[src/rtl/config_loader_pkg.sv]
// rtl/config_loader_pkg.sv - shared state encoding and sizing helpers for config_loader
package config_loader_pkg;

  typedef enum logic [1:0] {
    ST_IDLE  = 2'd0,
    ST_LOAD  = 2'd1,
    ST_CHECK = 2'd2
  } state_t;

  function automatic int num_words(input int cfg_w, input int word_w);
    return (cfg_w + word_w - 1) / word_w;
  endfunction

  function automatic int clog2(input int v);
    int r;
    int x;
    r = 0;
    x = v - 1;
    while (x > 0) begin
      r = r + 1;
      x = x >> 1;
    end
    return r;
  endfunction

endpackage

[src/rtl/config_loader.sv]
// rtl/config_loader.sv - bitstream loader: assembles words into a shadow register,
// verifies a trailing XOR checksum and commits atomically to the fabric config bus.
module config_loader
  import config_loader_pkg::*;
#(
  parameter int CONFIG_WIDTH = 17,
  parameter int WORD_WIDTH   = 8
) (
  input  logic                    clock,
  input  logic                    nreset,
  input  logic                    start,
  input  logic [WORD_WIDTH-1:0]   data_in,
  input  logic                    data_valid,
  output logic                    data_ready,
  output logic [CONFIG_WIDTH-1:0] config_out,
  output logic                    config_valid,
  output logic                    busy,
  output logic                    done,
  output logic                    error
);

  localparam int NUM_WORDS = num_words(CONFIG_WIDTH, WORD_WIDTH);
  localparam int SHADOW_W  = NUM_WORDS * WORD_WIDTH;
  localparam int CNT_W     = clog2(NUM_WORDS + 1);

  state_t                  r_state;
  logic [CNT_W-1:0]        r_count;
  logic [WORD_WIDTH-1:0]   r_acc;
  logic [CONFIG_WIDTH-1:0] r_shadow;
  logic [CONFIG_WIDTH-1:0] r_config;
  logic                    r_config_valid;
  logic                    r_ready;
  logic                    r_busy;
  logic                    r_done;
  logic                    r_error;

  // Word placed at its slot; the cast drops pad bits above CONFIG_WIDTH.
  logic [CONFIG_WIDTH-1:0] w_ins;
  assign w_ins = CONFIG_WIDTH'(SHADOW_W'(data_in) << (r_count * WORD_WIDTH));

  always_ff @(posedge clock or negedge nreset) begin
    if (!nreset) begin
      r_state        <= ST_IDLE;
      r_count        <= '0;
      r_acc          <= '0;
      r_shadow       <= '0;
      r_config       <= '0;
      r_config_valid <= 1'b0;
      r_ready        <= 1'b0;
      r_busy         <= 1'b0;
      r_done         <= 1'b0;
      r_error        <= 1'b0;
    end else begin
      r_done  <= 1'b0;
      r_error <= 1'b0;
      if (start) begin
        // Start from any state (re)begins a load; a word in this cycle is ignored.
        r_state  <= ST_LOAD;
        r_count  <= '0;
        r_acc    <= '0;
        r_shadow <= '0;
        r_ready  <= 1'b1;
        r_busy   <= 1'b1;
      end else begin
        case (r_state)
          ST_LOAD: begin
            if (data_valid) begin
              r_shadow <= r_shadow | w_ins;
              r_acc    <= r_acc ^ data_in;
              r_count  <= r_count + CNT_W'(1);
              if (r_count == CNT_W'(NUM_WORDS - 1)) begin
                r_state <= ST_CHECK;
              end
            end
          end
          ST_CHECK: begin
            if (data_valid) begin
              if (data_in == r_acc) begin
                r_config       <= r_shadow;
                r_config_valid <= 1'b1;
                r_done         <= 1'b1;
              end else begin
                r_error <= 1'b1;
              end
              r_state <= ST_IDLE;
              r_ready <= 1'b0;
              r_busy  <= 1'b0;
            end
          end
          default: begin
            r_state <= ST_IDLE;
            r_ready <= 1'b0;
            r_busy  <= 1'b0;
          end
        endcase
      end
    end
  end

  assign data_ready   = r_ready;
  assign busy         = r_busy;
  assign done         = r_done;
  assign error        = r_error;
  assign config_out   = r_config;
  assign config_valid = r_config_valid;

endmodule

[config.mk]
export PLATFORM = sky130hd
export DESIGN_NAME = config_loader
export DESIGN_NICKNAME = d
export VERILOG_FILES = /design/src/rtl/config_loader_pkg.sv /design/src/rtl/config_loader.sv
export SDC_FILE = /design/constraint.sdc
export NUM_CORES = 1
export LEC_CHECK = 0
export ABC_AREA = 0
export ABC_CLOCK_PERIOD_IN_PS = 4250
export CORE_MARGIN = 8
export CORE_UTILIZATION = 50
export CTS_CLUSTER_SIZE = 20
export DETAILED_ROUTE_END_ITERATION = 12
export GPL_ROUTABILITY_DRIVEN = 0
export GPL_TIMING_DRIVEN = 0
export PLACE_DENSITY = 0.8
export SYNTH_ARGS = -nofsm -noshare
export SYNTH_HDL_FRONTEND = slang
export SYNTH_SLANG_ARGS = --single-unit
[constraint.sdc]
create_clock -name clock -period 4.25 [get_ports clock]
set_clock_uncertainty 0.15 [all_clocks]
set_input_delay 0.85 -clock clock [delete_from_list [all_inputs] [get_ports clock]]
set_output_delay 0.85 -clock clock [all_outputs]
set_load 0.02 [all_outputs]
; ---- After elaboration in Yosys (flattened, before gate mapping)
; Index checks and enable logic that the tools add are counted.
[totals]
register_bits = 50
input_bits = 12
out_inout_bits = 22
wordCells = 53
[classes]
shifts = 1
addsub = 1
eq_ne = 8
bitwise_logic = 3
n_reduce_logical = 6
n_mux = 25
[op_table]
columns = cell, count
row1 = $mux W17, 3
row2 = $mux W8, 3
row3 = $or A17 B17 Y17, 1
row4 = $shl A8 B5 Y17, 1
row5 = $mux W2, 7
row6 = $mux W1, 10
row7 = $ne A3 B3 Y1 const B, 3
row8 = $eq A8 B8 Y1, 1
row9 = $xor A8 B8 Y8, 1
row10 = $eq A2 B2 Y1 const B, 2
row11 = $pmux W2 S2, 1
row12 = $reduce_and A2 Y1, 2
row13 = $reduce_and A4 Y1, 1
row14 = $reduce_bool A2 Y1, 2
row15 = $reduce_and A3 Y1, 1
row16 = $add A2 B1 Y2 const B, 1
row17 = $eq A2 B1 Y1 const B, 1
row18 = $ne A2 B2 Y1 const B, 1
row19 = $pmux W1 S2, 1
row20 = $not A1 Y1, 1

; ---- Longest topological paths before layout
; Gate-level depths: netlist (run 1).
[depth]
depth_word = 5
depth_mapped = 7
depth_no_buf = 5

; ---- Worst setup path after synthesis (run 1)
; Ideal clock, no wire load.
[synth_path]
kind = input port to flip-flop
start = input port data_in[4]
end = register r_config[0], in the netlist config_out[0]
setup_time_ns = 0.125
slack_ns = 1.967
stages = 6
arrival_ns = 2.008
t_required_ns = 3.975
cell_sequence = xor2_1 nor4_4 nand4b_1 buf_6 buf_12 mux2_4
[synth_via]
elab_chain_cells = 2
[synth_lines]
columns = item, line
row1 = "start, declared", config_loader.sv:12  ; input logic [WORD_WIDTH-1:0] data_in,
row2 = $eq A8 B8 Y1, config_loader.sv:78  ; if (data_in == r_acc) begin
row3 = $reduce_and A4 Y1 (no source line), n/a
row4 = "end signal, assigned", config_loader.sv:79  ; r_config <= r_shadow;
row5 = "end, declared", config_loader.sv:30  ; logic [CONFIG_WIDTH-1:0] r_config;
; No other way between the ends.
; A chain may end at the register's enable or synchronous reset.

; ---- Worst setup path in the final report (run 1)
[layout_path]
start = input port data_in[4]
end = register r_config[12], in the netlist config_out[12]
; Same word-level chain as after synthesis.

==> flow_summary.ini, run 1 <==
[layout]
instances_no_fill = 246
areaGrowthSynthToFinish_pct = 23.0
nNetsFinal = 209
drive_gt1_share_pct = 17.3
fin_util_pct = 63.8
antennaDiodeCount = 0
final_area_mm2 = 0.00255

[logic_synthesis]
synth_nets = 169
synthCells = 156
ys_types = 31
synth-edff-count = 0
synth-async-reset-ratio_pct = 100
synthFlopType = dfrtp_1
synth_top_area_share_pct = 60.2
syn_area_per_cell_um2 = 13.3
yosysSeqAreaShare_pct = 60.2
synth_area_leader_cell = dfrtp_1
yosys-top-cells-area = dfrtp_1, xor2_1, mux2_4, a22o_1, mux2_2
synth_area_mm2 = 0.00208
yosysWarningCount = 0
ys_seq_elements = 50

[clock_tree]
post_cts_buffers = 0
postCtsResizedCells = 0
clkTransAtPathRegs_ns = 0.08
cts_buffer_depth = 2
cts_tree = done
numCtsBuffers = 5
cts_num_sinks = 50
hold_buffers = 0
worstSkewPairLatency_ns = 0.30
root_buffer = clkbuf_8
htreeDepth = 2

[timing]
fmax_mhz = 379
rsz0062_at_grt = no
setup_viol_count_final = 0
finalWorstSetupSlack_ns = 1.61
setup_tns_ns = 0
slew_headroom_pct = 21.7
slew_viol_final = 0
period_needed_ns = 2.64
finalHoldViolCount = 0
timing.final.crit_share_pct = 62.1
worst_pin_slew_ns = 1.16
hold_ws_ns = 0.274

[grt]
grt_pass1_vias = 1470
overflow = 0
met3_usage_pct = 4.91
antenna_found_initial = 0
track_usage_pct = 13.7
grt.met1_usage_pct = 16.1
gr-usage-met2_pct = 22.4
top_usage_layer = met2
grt_pass1_wl_um = 6930
grt_start_max_net_pins = 40

[route]
ant_nets = 0
viasPerCell = 5.30
via_count = 1305
wl_um = 4150
drc_errors = 0
drt-initial-drc-count = 60
drt_first_pass_iters = 5
post_drt_wl_per_cell_um = 16.9

[placed_design]
portBuffers = 32
dp.cells = 239
hpwl_um = 3090
place_ws_ns = 1.33
dpl-instance-area_mm2 = 0.00247

[die]
die_w_um = 80.5
die_y_um = 80.5
start_util_pct = 51.9
io_pins = 34
dieArea_mm2 = 0.00647
row_count = 23
core_area_mm2 = 0.00400

[critical_path]
crit_chain = clkdlybuf4s50_1 > xor2_1 > nor4_4 > nand4b_1 > buf_6 > buf_12 > mux2_4
crit_arrival_ns = 2.67
reg2reg_slack_ns = 2.11
end_kind = flip-flop
slowest_stage = clkdlybuf4s50_1
required_ns = 4.28
crit_path_start_kind = input pin
worstSetupPathType = in -> reg
max_stage_delay_ns = 0.52
cp_max_fo = 10

[power]
p_per_area_mw_per_mm2 = 350
p_leak_nw = 1.26
peakVddDrop_v = 0.000197
total_power_mw = 0.893

[min_path]
hp-class = in -> async

[run]
drv_cap = 0

[status]
run_status = complete, no violations
[synth_stat cells (2+ instances only)]
| library cell | number |
|---|---|
| xor2_1 | 16 |
| a22o_1 | 13 |
| nand2_1 | 13 |
| mux2_2 | 9 |
| dfrtp_1 | 50 |
| inv_1 | 4 |
| mux2_4 | 8 |
| clkbuf_1 | 2 |
| nor2_1 | 15 |
| a22o_2 | 2 |
| a31oi_1 | 4 |
[cells by family after synthesis]
logic type      after synthesis  synth area share [%]
flops                        50                  60.2
simple gates                 38                  9.52
compound gates               21                  8.25
xor+xnor                     17                  7.17
mux                          17                  10.7
buf+inv                      12                  3.55
fa+ha+maj                     1                 0.602
[state kept, by name (all words and copies together) (netlist names)]
name,cells
error,1
r_acc,8
r_state,2
config_valid,1
busy,1
r_shadow,17
r_count,2
done,1
config_out,17
[metal layers]
metal  up-vias  share of wire [%]
li1        610                  -
met1       633                 42
met2        54                 47
met3         8                8.4
met4         0                2.0
met5         -                  0
[worst paths after layout]
check                      cells after the start         start        endpoint
setup / recovery                               7    data_in[4]  config_out[12]
hold / removal                                 1        nreset   config_out[2]
setup reg to reg                               4    r_state[1]     r_shadow[4]
hold reg to reg                                1  config_valid    config_valid
max in group asynchronous                      2        nreset  config_out[12]
min in group clock                             1  config_valid    config_valid
[cells in the final DEF (no fill, tap or decap), drive strengths merged, types with 3 or more instances in the layout]
master / count
inv: 4
nand2: 13
clkinv: 3
clkdlybuf4s50: 31
nor2: 15
buf: 7
dfrtp: 50
xor2: 16
a22o: 15
mux2: 17
nor4: 3
clkbuf: 7
a31oi: 4
[critical path, delay by kind of cell]
kind | cells | cell delay, ns
XOR/XNOR | 1 | 0.24
buffers and inverters | 3 | 0.85
multiplexers | 1 | 0.29
AND/OR/NAND/NOR | 2 | 0.43
[final cells by class]
| cell class | count | area (um2) |
|---|---|---|
| buffer | 7 | 55.1 |
| timing repair buffer | 33 | 335 |
| fill | 304 | 1450 |
| inverter | 5 | 18.8 |
| tap | 50 | 62.6 |
| sequential | 50 | 1250 |
| clock buffer | 5 | 68.8 |
| multi-input combinational | 94 | 752 |
| clock inverter | 2 | 10.0 |
[where the power goes]
group	switching, mW	leakage, nW	internal [mW]
Clock	0.141	0.0438	0.111
Combinational	0.0658	0.539	0.0513
Sequential	0.0221	0.677	0.502
(Power assumes the default switching activity.)
==> run 2, diff against run 1 <==
--- a/config.mk
+++ b/config.mk
@@ -6,7 +6,7 @@
 export NUM_CORES = 1
 export LEC_CHECK = 0
 export ABC_AREA = 0
-export ABC_CLOCK_PERIOD_IN_PS = 4250
+export ABC_CLOCK_PERIOD_IN_PS = 2500
 export CORE_MARGIN = 8
 export CORE_UTILIZATION = 50
 export CTS_CLUSTER_SIZE = 20
==> constraint.sdc (replaced) <==
create_clock -name clock -period 2.5 [get_ports clock]
set_clock_uncertainty 0.15 [all_clocks]
set_input_delay 0.5 -clock clock [delete_from_list [all_inputs] [get_ports clock]]
set_output_delay 0.5 -clock clock [all_outputs]
set_load 0.02 [all_outputs]
==> run 2 against run 1 <==
Against the previous run:
- sequential power is 70% higher
- count of clock-buffer cells in the layout stayed put
- worst setup slack worse by 1.4 ns
- sequential cell count stayed put
- global-route usage hardly changed
- sequential share of layout area is 0.19 points lower
- largest cell class unchanged
- highest routed layer unchanged
==> flow_summary.ini, run 2 (same netlist as run 1, synthesis figures left out) <==
[timing]
finalHoldViolCount = 0
timing.final.crit_share_pct = 92.3
hold_ws_ns = 0.306
period_needed_ns = 2.31
slew_viol_final = 0
rsz0062_at_grt = no
slew_headroom_pct = 20.2
setup_viol_count_final = 0
worst_pin_slew_ns = 1.19
fmax_mhz = 434

[status]
run_status = complete, no violations

[critical_path]
crit_path_start_kind = input pin
critical_path_buf_inv_count = 1
cp_top_family = simple AND/OR/NAND/NOR gates
slowest_stage = nor4_1
crit_arrival_ns = 2.39
required_ns = 2.59
max_stage_delay_ns = 0.91
cp_max_fo = 7
end_kind = flip-flop
worstSetupPathType = in -> reg
crit_chain = clkdlybuf4s50_1 > nand2_1 > nor4_1 > a22o_2

[die]
core_area_mm2 = 0.00400
start_util_pct = 51.9
die_y_um = 80.5
row_count = 23
dieArea_mm2 = 0.00647
io_pins = 34
die_w_um = 80.5

[clock_tree]
numCtsBuffers = 5
cts_tree = done
clkTransAtPathRegs_ns = 0.08
cts_buffer_depth = 2
root_buffer = clkbuf_8
postCtsResizedCells = 0
htreeDepth = 2
worstSkewPairLatency_ns = 0.30
cts_num_sinks = 50
post_cts_buffers = 0

[placed_design]
dpl-instance-area_mm2 = 0.00247
hpwl_um = 3090
dp.cells = 239
portBuffers = 32

[grt]
antenna_found_initial = 0
grt_start_max_net_pins = 40
track_usage_pct = 13.7
grt_pass1_wl_um = 6950
grt_pass1_vias = 1473
overflow = 0

[route]
drt_first_pass_iters = 5
via_count = 1301
drt-initial-drc-count = 64
viasPerCell = 5.27
post_drt_wl_per_cell_um = 16.9
drc_errors = 0
ant_nets = 0
wl_um = 4160

[layout]
nNetsFinal = 210
final_common_cell = dfrtp_1
antennaDiodeCount = 0
fin_util_pct = 64.1
instances_no_fill = 247
final_area_mm2 = 0.00256
layout_common_cells = dfrtp_1, clkdlybuf4s50_1, xor2_1, nor2_1
areaGrowthSynthToFinish_pct = 23.4
drive_gt1_share_pct = 17.3

[min_path]
hp-class = in -> reg

[power]
peakVddDrop_v = 0.000334
p_leak_nw = 1.26
total_power_mw = 1.52
p_per_area_mw_per_mm2 = 593

[run]
drv_cap = 0
run 2: final cells by class:
cell class	instances	area, um2
timing repair buffer	34	345
fill	303	1440
buffer	7	55.1
clock buffer	5	68.8
tap	50	62.6
inverter	5	18.8
clock inverter	2	10.0
multi-input combinational	94	752
sequential	50	1250
run 2: final timing paths:
check	from	endpoint	slack [ns]	cells past startpoint
worst max register to register	r_state[1]	r_shadow[4]	0.34	4
worst min-delay path	start	r_shadow[16]	0.31	2
worst max-delay path	data_valid	r_shadow[4]	0.19	4
max in group asynchronous	nreset	r_shadow[12]	1.25	3
min in group asynchronous	nreset	config_out[2]	0.46	2
worst min register to register	config_valid	config_valid	0.32	1
run 2: per-stage QoR:
step           worst slack, ns  TNS [ns]
4_1_cts                  0.233         0
3_5_place_dp           -0.0747    -0.597
3_3_place_gp            -0.505    -25.67
6_report                 0.193         0
2_1_floorplan            0.567         0
5_1_grt                  0.131         0
run 2: layer usage:
metal  vias up  global-route usage, %  part of all wire (%)
met5         -                      0                     0
met4         0                   5.27                   2.0
met3         8                   4.91                   8.2
met2        53                   22.4                    47
met1       628                   16.1                    43
li1        612                      -                     -
run 2: power by group:
group          leakage (nW)  switching (mW)  internal (mW)  total (mW)
clock                0.0438           0.241          0.188       0.429
sequential            0.677          0.0379          0.853       0.891
combinational         0.543           0.112         0.0883       0.200
run 2: timing repair:
item                                    in CTS  in global routing
hold buffers                                 1                  0
hold endpoints to repair                    11                  0
endpoints found under the setup margin       0                  0
==> run 3, diff against run 2 <==
--- a/config.mk
+++ b/config.mk
@@ -7,6 +7,7 @@
 export LEC_CHECK = 0
 export ABC_AREA = 0
 export ABC_CLOCK_PERIOD_IN_PS = 2500
+export CAP_MARGIN = 40
 export CORE_MARGIN = 8
 export CORE_UTILIZATION = 50
 export CTS_CLUSTER_SIZE = 20
==> run 3 against run 2 <==
Against the previous run:
- utilization increased by 0.59 points
- power up 3.2%
- first-iteration DRC count is 1.6% higher
- largest power group unchanged
- highest routed layer unchanged
==> flow_summary.ini, run 3 (same netlist as run 1, synthesis figures left out) <==
[layout]
drive_gt1_share_pct = 17.6
antennaDiodeCount = 0
fin_util_pct = 64.7
final_area_mm2 = 0.00259
instances_no_fill = 249
final_common_cell = dfrtp_1
nNetsFinal = 211
layout_common_cells = dfrtp_1, clkdlybuf4s50_1, xor2_1, nor2_1
seqCellArea_mm2 = 0.00125
n_fill_cell = 306
multiInputGateArea_um2 = 752
areaGrowthSynthToFinish_pct = 24.6

[critical_path]
reg2reg_slack_ns = 0.56
end_kind = flip-flop
required_ns = 2.54
rr_endpoint = r_shadow[12]
cp_max_fo = 10
crit_arrival_ns = 2.28
r2r_start = r_state[1]
worstSetupPathType = in -> reg
reg2regPathDepth = 4
crit_path_start_kind = input pin

[power]
total_power_mw = 1.57
p_leak_nw = 1.27
peakVddDrop_v = 0.000352
p_per_area_mw_per_mm2 = 607

[grt]
track_usage_pct = 14.3
grt.met1_usage_pct = 17.5
met3_usage_pct = 5.13
grt_pass1_wl_um = 7110
top_usage_layer = met2
overflow = 0
grt_start_max_net_pins = 40
antenna_found_initial = 0
grt_pass1_vias = 1466
gr-usage-met2_pct = 22.0

[placed_design]
dpl-instance-area_mm2 = 0.00249
hpwl_um = 3130
portBuffers = 32
dp.cells = 240
place_ws_ns = -0.0717

[die]
die_w_um = 80.5
core_area_mm2 = 0.00400
die_y_um = 80.5
io_pins = 34
start_util_pct = 51.9
row_count = 23
dieArea_mm2 = 0.00647

[clock_tree]
clkTransAtPathRegs_ns = 0.08
numCtsBuffers = 5
cts_tree = done
cts_buffer_depth = 2
htreeDepth = 2
root_buffer = clkbuf_8
worstSkewPairLatency_ns = 0.30
cts_num_sinks = 50

[route]
wl_um = 4280
drt-initial-drc-count = 65
ant_nets = 0
viasPerCell = 5.34
drt_first_pass_iters = 6
via_count = 1330
post_drt_wl_per_cell_um = 17.2
drc_errors = 0

[timing]
fmax_mhz = 445
slew_headroom_pct = 39.0
timing.final.crit_share_pct = 89.8
finalHoldViolCount = 0
setup_tns_ns = 0
setup_viol_count_final = 0
slew_viol_final = 0
rsz0062_at_grt = no
period_needed_ns = 2.25
hold_ws_ns = 0.309
worst_pin_slew_ns = 0.908
finalWorstSetupSlack_ns = 0.255

[min_path]
hp-start = start
whs_endpoint = r_count[1]
hp-class = in -> reg
min_delay_path_depth = 2

[status]
run_status = complete, no violations

[run]
drv_cap = 0
run 3: how the worst max path moves through the flow:
| stage | start | end | slack (ns) | cells past startpoint |
|---|---|---|---|---|
| floorplan | data_in[4] | config_out[0] | 0.57 | 6 |
| global placement | nreset | config_out[0] | -0.50 | 1 |
| detailed placement | data_in[4] | config_out[0] | -0.07 | 7 |
| CTS | data_in[4] | config_out[0] | 0.25 | 7 |
| global route | data_in[4] | config_out[0] | 0.15 | 7 |
| finish | data_in[4] | config_out[0] | 0.25 | 7 |
run 3: power by group:
group          switching (mW)  total, mW  internal (mW)  leakage (nW)
clock network           0.250      0.473          0.223        0.0482
registers              0.0385      0.892          0.853         0.677
logic                   0.114      0.205         0.0904         0.547
total                   0.403       1.57           1.17          1.27
run 3: timing repair:
item	4_1_cts	5_1_grt
buffers inserted	0	0
hold buffers	1	0
endpoints found under the hold margin	11	0
gates resized for setup	0	0
run 3: metal layers:
layer  part of all wire (%)  vias to the layer above
met3                    6.7                        7
li1                       -                      618
met5                      0                        -
met2                     48                       39
met1                     44                      666
met4                    1.7                        0
run 3: area by class of cell:
type | count | area share [%]
Timing Repair Buffer | 35 | 13.8
Inverter | 5 | 0.725
Clock buffer | 7 | 3.34
Multi-Input combinational cell | 94 | 29.1
Clock inverter | 1 | 0.193
Buffer | 7 | 2.13
Sequential cell | 50 | 48.4
Tap cell | 50 | 2.42
run 3: worst max-delay path, cell delays in order:
cell and delay (ns):
clkdlybuf4s50_1 0.50, xor2_1 0.23, nor4_4 0.29, nand4b_1 0.14
buf_6 0.18, buf_12 0.15, mux2_4 0.29
